## src/rtl/ibex_crc_unit_pkg.sv

```systemverilog
// Shared types and constants for the iterative CRC32/CRC32C unit.
package ibex_crc_unit_pkg;

  typedef enum logic [5:0] {
    ALU_ADD      = 6'd0,
    ALU_SUB      = 6'd1,
    ALU_XOR      = 6'd2,
    ALU_OR       = 6'd3,
    ALU_AND      = 6'd4,
    ALU_CRC32_B  = 6'd56,
    ALU_CRC32_H  = 6'd57,
    ALU_CRC32_W  = 6'd58,
    ALU_CRC32C_B = 6'd59,
    ALU_CRC32C_H = 6'd60,
    ALU_CRC32C_W = 6'd61
  } alu_op_e;

  typedef enum logic [1:0] {
    CRC_IDLE,
    CRC_CALC,
    CRC_DONE
  } crc_state_e;

  localparam logic [31:0] CRC32_POLY  = 32'hEDB88320;
  localparam logic [31:0] CRC32C_POLY = 32'h82F63B78;

endpackage

```

## src/rtl/ibex_crc_unit_if.sv

```systemverilog
// Issue/result handshake between ID and the CRC unit.
interface ibex_crc_unit_if;
  logic        valid_i;
  logic        ready_o;
  logic [5:0]  operator_i;
  logic [31:0] operand_a_i;
  logic        kill_i;
  logic        valid_o;
  logic        ready_i;
  logic [31:0] result_o;
  logic        busy_o;

  modport master (
    output valid_i, operator_i, operand_a_i, kill_i, ready_i,
    input  ready_o, valid_o, result_o, busy_o
  );

  modport slave (
    input  valid_i, operator_i, operand_a_i, kill_i, ready_i,
    output ready_o, valid_o, result_o, busy_o
  );
endinterface

```

## src/rtl/ibex_crc_step.sv

```systemverilog
// Combinational block applying Steps reflected-LFSR iterations to x.
module ibex_crc_step #(
  parameter int unsigned Steps = 1
) (
  input  logic [31:0] x,
  input  logic [31:0] poly,
  output logic [31:0] x_next
);

  always_comb begin
    x_next = x;
    for (int unsigned i = 0; i < Steps; i++) begin
      x_next = (x_next >> 1) ^ (poly & {32{x_next[0]}});
    end
  end

endmodule

```

## src/rtl/ibex_crc_unit.sv

```systemverilog
// Iterative crc32[c].{b,h,w} executor: IDLE -> CALC -> DONE, BitsPerCycle steps per cycle.
module ibex_crc_unit
  import ibex_crc_unit_pkg::*;
#(
  parameter int unsigned BitsPerCycle = 1
) (
  input logic            clk_i,
  input logic            rst_i,
  ibex_crc_unit_if.slave crc
);

  localparam int unsigned CntW = $clog2(32 / BitsPerCycle + 1);

  if (!(BitsPerCycle == 1 || BitsPerCycle == 2 ||
        BitsPerCycle == 4 || BitsPerCycle == 8)) begin : g_bad_bpc
    $fatal(1, "BitsPerCycle must be 1, 2, 4 or 8");
  end

  crc_state_e        state_q, state_d;
  logic [31:0]       x_q, x_d;
  logic [31:0]       poly_q, poly_d;
  logic [CntW-1:0]   cnt_q, cnt_d;
  logic [31:0]       x_step;

  logic              op_is_crc;
  logic [31:0]       op_poly;
  logic [CntW-1:0]   op_cnt;

  // Operator decode: polynomial and iteration count K = N / BitsPerCycle.
  always_comb begin
    op_is_crc = 1'b1;
    op_poly   = CRC32_POLY;
    op_cnt    = CntW'(32 / BitsPerCycle);
    case (crc.operator_i)
      ALU_CRC32_B:  op_cnt = CntW'(8 / BitsPerCycle);
      ALU_CRC32_H:  op_cnt = CntW'(16 / BitsPerCycle);
      ALU_CRC32_W:  op_cnt = CntW'(32 / BitsPerCycle);
      ALU_CRC32C_B: begin op_poly = CRC32C_POLY; op_cnt = CntW'(8 / BitsPerCycle);  end
      ALU_CRC32C_H: begin op_poly = CRC32C_POLY; op_cnt = CntW'(16 / BitsPerCycle); end
      ALU_CRC32C_W: begin op_poly = CRC32C_POLY; op_cnt = CntW'(32 / BitsPerCycle); end
      default:      op_is_crc = 1'b0;
    endcase
  end

  ibex_crc_step #(.Steps(BitsPerCycle)) u_step (
    .x      (x_q),
    .poly   (poly_q),
    .x_next (x_step)
  );

  always_ff @(posedge clk_i or posedge rst_i) begin
    if (rst_i) begin
      state_q <= CRC_IDLE;
      x_q     <= '0;
      poly_q  <= '0;
      cnt_q   <= '0;
    end else begin
      state_q <= state_d;
      x_q     <= x_d;
      poly_q  <= poly_d;
      cnt_q   <= cnt_d;
    end
  end

  always_comb begin
    state_d = state_q;
    x_d     = x_q;
    poly_d  = poly_q;
    cnt_d   = cnt_q;
    unique case (state_q)
      CRC_IDLE: begin
        if (crc.valid_i && !crc.kill_i && op_is_crc) begin
          x_d     = crc.operand_a_i;
          poly_d  = op_poly;
          cnt_d   = op_cnt;
          state_d = CRC_CALC;
        end
      end
      CRC_CALC: begin
        x_d   = x_step;
        cnt_d = cnt_q - CntW'(1);
        if (cnt_q == CntW'(1)) state_d = CRC_DONE;
      end
      CRC_DONE: begin
        if (crc.ready_i) state_d = CRC_IDLE;
      end
      default: state_d = CRC_IDLE;
    endcase
    // A flush overrides everything, including a same-cycle issue.
    if (crc.kill_i) state_d = CRC_IDLE;
  end

  assign crc.ready_o  = (state_q == CRC_IDLE);
  assign crc.valid_o  = (state_q == CRC_DONE);
  assign crc.busy_o   = (state_q != CRC_IDLE);
  assign crc.result_o = (state_q == CRC_DONE) ? x_q : '0;

  a_valid_not_ready: assert property (@(posedge clk_i) disable iff (rst_i)
    crc.valid_o |-> !crc.ready_o);

  a_result_stable: assert property (@(posedge clk_i) disable iff (rst_i)
    (crc.valid_o && !crc.ready_i && !crc.kill_i) |=> $stable(crc.result_o));

  a_cnt_nonzero: assert property (@(posedge clk_i) disable iff (rst_i)
    (state_q == CRC_CALC) |-> (cnt_q != '0));

endmodule
```

## src/flat_wrapper.sv

```systemverilog
// flat-port wrapper written by rule: the top's interface ports become plain ports
module ibex_crc_unit_flat import ibex_crc_unit_pkg::*;
#(
  parameter int unsigned BitsPerCycle = 1
)
  (clk_i, rst_i, crc_valid_i, crc_operator_i, crc_operand_a_i, crc_kill_i, crc_ready_i, crc_ready_o, crc_valid_o, crc_result_o, crc_busy_o);
  ibex_crc_unit_if crc_i ();
  input logic clk_i;
  input logic rst_i;
  input wire logic [$bits(crc_i.valid_i)-1:0] crc_valid_i;
  input wire logic [$bits(crc_i.operator_i)-1:0] crc_operator_i;
  input wire logic [$bits(crc_i.operand_a_i)-1:0] crc_operand_a_i;
  input wire logic [$bits(crc_i.kill_i)-1:0] crc_kill_i;
  input wire logic [$bits(crc_i.ready_i)-1:0] crc_ready_i;
  output wire logic [$bits(crc_i.ready_o)-1:0] crc_ready_o;
  output wire logic [$bits(crc_i.valid_o)-1:0] crc_valid_o;
  output wire logic [$bits(crc_i.result_o)-1:0] crc_result_o;
  output wire logic [$bits(crc_i.busy_o)-1:0] crc_busy_o;
  assign crc_i.valid_i = crc_valid_i;
  assign crc_i.operator_i = crc_operator_i;
  assign crc_i.operand_a_i = crc_operand_a_i;
  assign crc_i.kill_i = crc_kill_i;
  assign crc_i.ready_i = crc_ready_i;
  assign crc_ready_o = crc_i.ready_o;
  assign crc_valid_o = crc_i.valid_o;
  assign crc_result_o = crc_i.result_o;
  assign crc_busy_o = crc_i.busy_o;
  ibex_crc_unit #(.BitsPerCycle(BitsPerCycle)) u_core (.clk_i(clk_i), .rst_i(rst_i), .crc(crc_i));
endmodule
```

## config.mk

```make
export PLATFORM = sky130hd
export DESIGN_NAME = ibex_crc_unit_flat
export DESIGN_NICKNAME = d
export VERILOG_FILES = /design/src/rtl/ibex_crc_unit_pkg.sv /design/src/rtl/ibex_crc_unit_if.sv /design/src/rtl/ibex_crc_step.sv /design/src/rtl/ibex_crc_unit.sv /design/src/flat_wrapper.sv
export SDC_FILE = /design/constraint.sdc
export NUM_CORES = 1
export LEC_CHECK = 0
export BUFFER_PORTS_ARGS = -buffer_cell sky130_fd_sc_hd__buf_4
export CAP_MARGIN = 20
export CORE_ASPECT_RATIO = 1.5
export CORE_UTILIZATION = 53
export DETAILED_ROUTE_END_ITERATION = 8
export PLACE_DENSITY = 0.81
export SYNTH_ARGS = -nofsm -noshare
export SYNTH_HDL_FRONTEND = slang
export SYNTH_HIERARCHICAL = 1
export SYNTH_SLANG_ARGS = --single-unit
```

## constraint.sdc

```tcl
create_clock -name clk_i -period 1.9 [get_ports clk_i]
set_input_delay 0.095 -clock clk_i [delete_from_list [all_inputs] [get_ports clk_i]]
set_output_delay 0.095 -clock clk_i [all_outputs]
set_load 0.01 [all_outputs]
```

==> reports/metrics.csv <==
metric,value,unit
hold_viol,0,
synth-edff-count,0,
tightestPinTransition,578,ps
crit_type,input port to register,
cp.required,2110,ps
areaGrowthSynthToFinish,28.3,%
hpwl,4.62,mm
synth_top_cell_by_area,dfrtp_1,
synthCells,339,
combPwrFrac,33.0,%
max_freq,559,MHz
grt-ovfl-total,0,
cts_sinks,43,
routed_via_density,5.06,
via_count,2481,
grt_pass1_wl,10.7,mm
pre_cts_ws,353,ps
path_clk_slew,80,ps
path_cells,"dlygate4sd3_1, buf_4, nor2b_2, a41o_4, buf_4, nor2_1, a31oi_1",
io_pins,78,
fin_nets,468,
drv_cap,0,
seqPwrFrac,42.8,%
switching_share,33.1,%
clock_latency,300,ps
cts_resized,0,
start_kind,input port,
tns,0,ps
numCtsBuffers,5,
hp-class,input port to register,
ys_ff_latch,43,
die_y,90.4,um
rsz0062_at_grt,false,
synth.avg_cell_area,8.15,um2
peakVddDrop,0.730,mV
r2r-start,u_core/state_q[1]$_DFFE_PP0P_,
antenna_found_initial,0,
port_buffers,77,
grt_max_degree,40,
finalClockSkew,5.81,ps
cp_slowest_stage_delay,540,ps
drtIter0Drc,143,
ant_nets,0,
cpMostUsedCell,buf_4,
post-route-period-util,94.2,%
grt_usage,25.5,%
drive_gt1_share,25.9,%
worstPathMaxFanout,34,
yosysWarnings,6,
cts_tree,yes,
power_switching,1.16,mW
dieWidth,61.0,um
syn_area,2760,um2
postCtsSetupRepairBufs,0,
status,"complete, no violations",
clockBufferDepth,2,
dr.pass1.iters,4,
post-route-drc-count,0,
setup_viol,0,
grt_pass1_vias,2412,
setup_ws,110,ps
crit_slowest_cell,dlygate4sd3_1,
yosysTopAreaCellShare,38.9,%
diodes,0,
coreArea,4930,um2
holdBufCountCts,2,
wirelength,6.30,mm
cp-end-kind,register,
min_period,1790,ps
p_per_area,988,nW/um2
critical_path_arrival,2000,ps
route.detailed.wl_per_inst,12.9,um
synth_ff_type,dfrtp_1,
synth_area_leaders,"dfrtp_1, nand2_1, xnor2_1, and2_1, a31oi_1",
intPower,2.34,mW
async_flop_share,100,%
place_congestion,0.807,
total_power,3.50,mW
die_area,5510,um2
rows,31,
finalMaxSlewViolations,0,
startpoint,crc_kill_i,
p_leak,1.68,nW
synth-seq-area-share,38.9,%
start_util,56.1,%
max_slew_margin,61.4,%
h-tree-depth,2,
synth_cell_types,41,
power.share.clock,24.2,%
clockRootBuffer,clkbuf_8,
hp-start,crc_operand_a_i[24],
## worst max-delay path, delay by kind of cell
family                 cells  cell delay (ps)
buffers and inverters      3             1040
AOI/OAI and AO/OA          2              580
and+or+nand+nor            2              290
## logic make-up (layout without fill, tap and decap cells)
group                      Yosys count  after routing  synth area share [%]
buffers and inverters               27            105                  6.11
xor gates and xnor gates            34             34                  10.8
other                                1              8                 0.136
DFF                                 43             43                  38.9
and+or+nand+nor                    185            185                  30.3
muxes                                1              1                 0.362
adders and majority gates            2              2                 0.905
AOI/OAI and AO/OA                   46             46                  12.5
## final timing paths
check,to,slack (ps),depth (start not counted)
max,u_core/x_q[4]$_DFFE_PP0P_,110,7
min,u_core/x_q[24]$_DFFE_PP0P_,50,3
max reg2reg,u_core/x_q[4]$_DFFE_PP0P_,310,5
min reg2reg,u_core/cnt_q[5]$_DFFE_PP0P_,540,1
max in group asynchronous,u_core/x_q[8]$_DFFE_PP0P_,920,4
min in group asynchronous,u_core/x_q[2]$_DFFE_PP0P_,410,3
## cells in the mapped netlist, types with 2 or more instances
| cell | count |
|---|---|
| a31oi_1 | 29 |
| a31oi_2 | 3 |
| and2_1 | 34 |
| buf_2 | 6 |
| buf_6 | 8 |
| clkbuf_1 | 6 |
| dfrtp_1 | 43 |
| ha_1 | 2 |
| inv_1 | 6 |
| nand2_1 | 99 |
| nand3_1 | 2 |
| nand4_1 | 2 |
| nor2_1 | 36 |
| nor3_1 | 3 |
| o221a_2 | 2 |
| xnor2_1 | 33 |
## power groups by stage
stage          sequential, mW  clock [mW]  combinational [mW]
2_1_floorplan            1.44           0               0.967
3_3_place_gp             1.50           0                1.10
3_5_place_dp             1.52           0                1.14
4_1_cts                  1.50       0.856                1.15
5_1_grt                  1.54       0.897                1.32
6_report                 1.50       0.847                1.16
## cells in the final DEF, fill, tap and decap left out, types with 2 or more instances in the layout
cell type	n
dfrtp_1	43
a31oi_1	29
bufinv_16	2
nor3_1	3
inv_1	5
inv_2	2
ha_1	2
o221a_2	2
a31oi_2	3
xnor2_1	33
and2_1	34
nand3_1	2
buf_4	88
nor2_1	35
nand2_1	99
conb_1	8
dlygate4sd3_1	2
clkbuf_8	5
nand4_1	2
## cell type report
cell class,instances,area [um2]
clock buffer,6,72.6
clock inverter,2,60.1
fill,427,1380
inverter,7,26.3
multi-input combinational,276,1550
sequential,43,1080
tap,66,82.6
timing repair buffer,90,681
## flip-flops by register name, summed over array words and instances (netlist names)
register        cells
u_core/cnt_q        6
u_core/poly_q       3
u_core/state_q      2
u_core/x_q         32
## per-layer routing
layer | wire (um) | up-vias | track usage [%]
li1 | - | 1265 | -
met1 | 2520 | 1141 | 29.5
met2 | 3440 | 63 | 44.4
met3 | 192 | 12 | 3.72
met4 | 138 | 0 | 11.2
met5 | 0 | - | 0
## stage by stage
stage | hold WS, ps | cells | area [um2] | util (%)
after detailed placement | 193 | 480 | 3390 | 68.9
after floorplan | 161 | 346 | 2790 | -
after global routing | 53.8 | 490 | 3550 | 72.0
after global placement | 188 | 480 | 3390 | 68.9
final | 49.2 | 490 | 3550 | 72.0
after CTS | 46.1 | 490 | 3550 | 72.0
(Power assumes the default switching activity.)
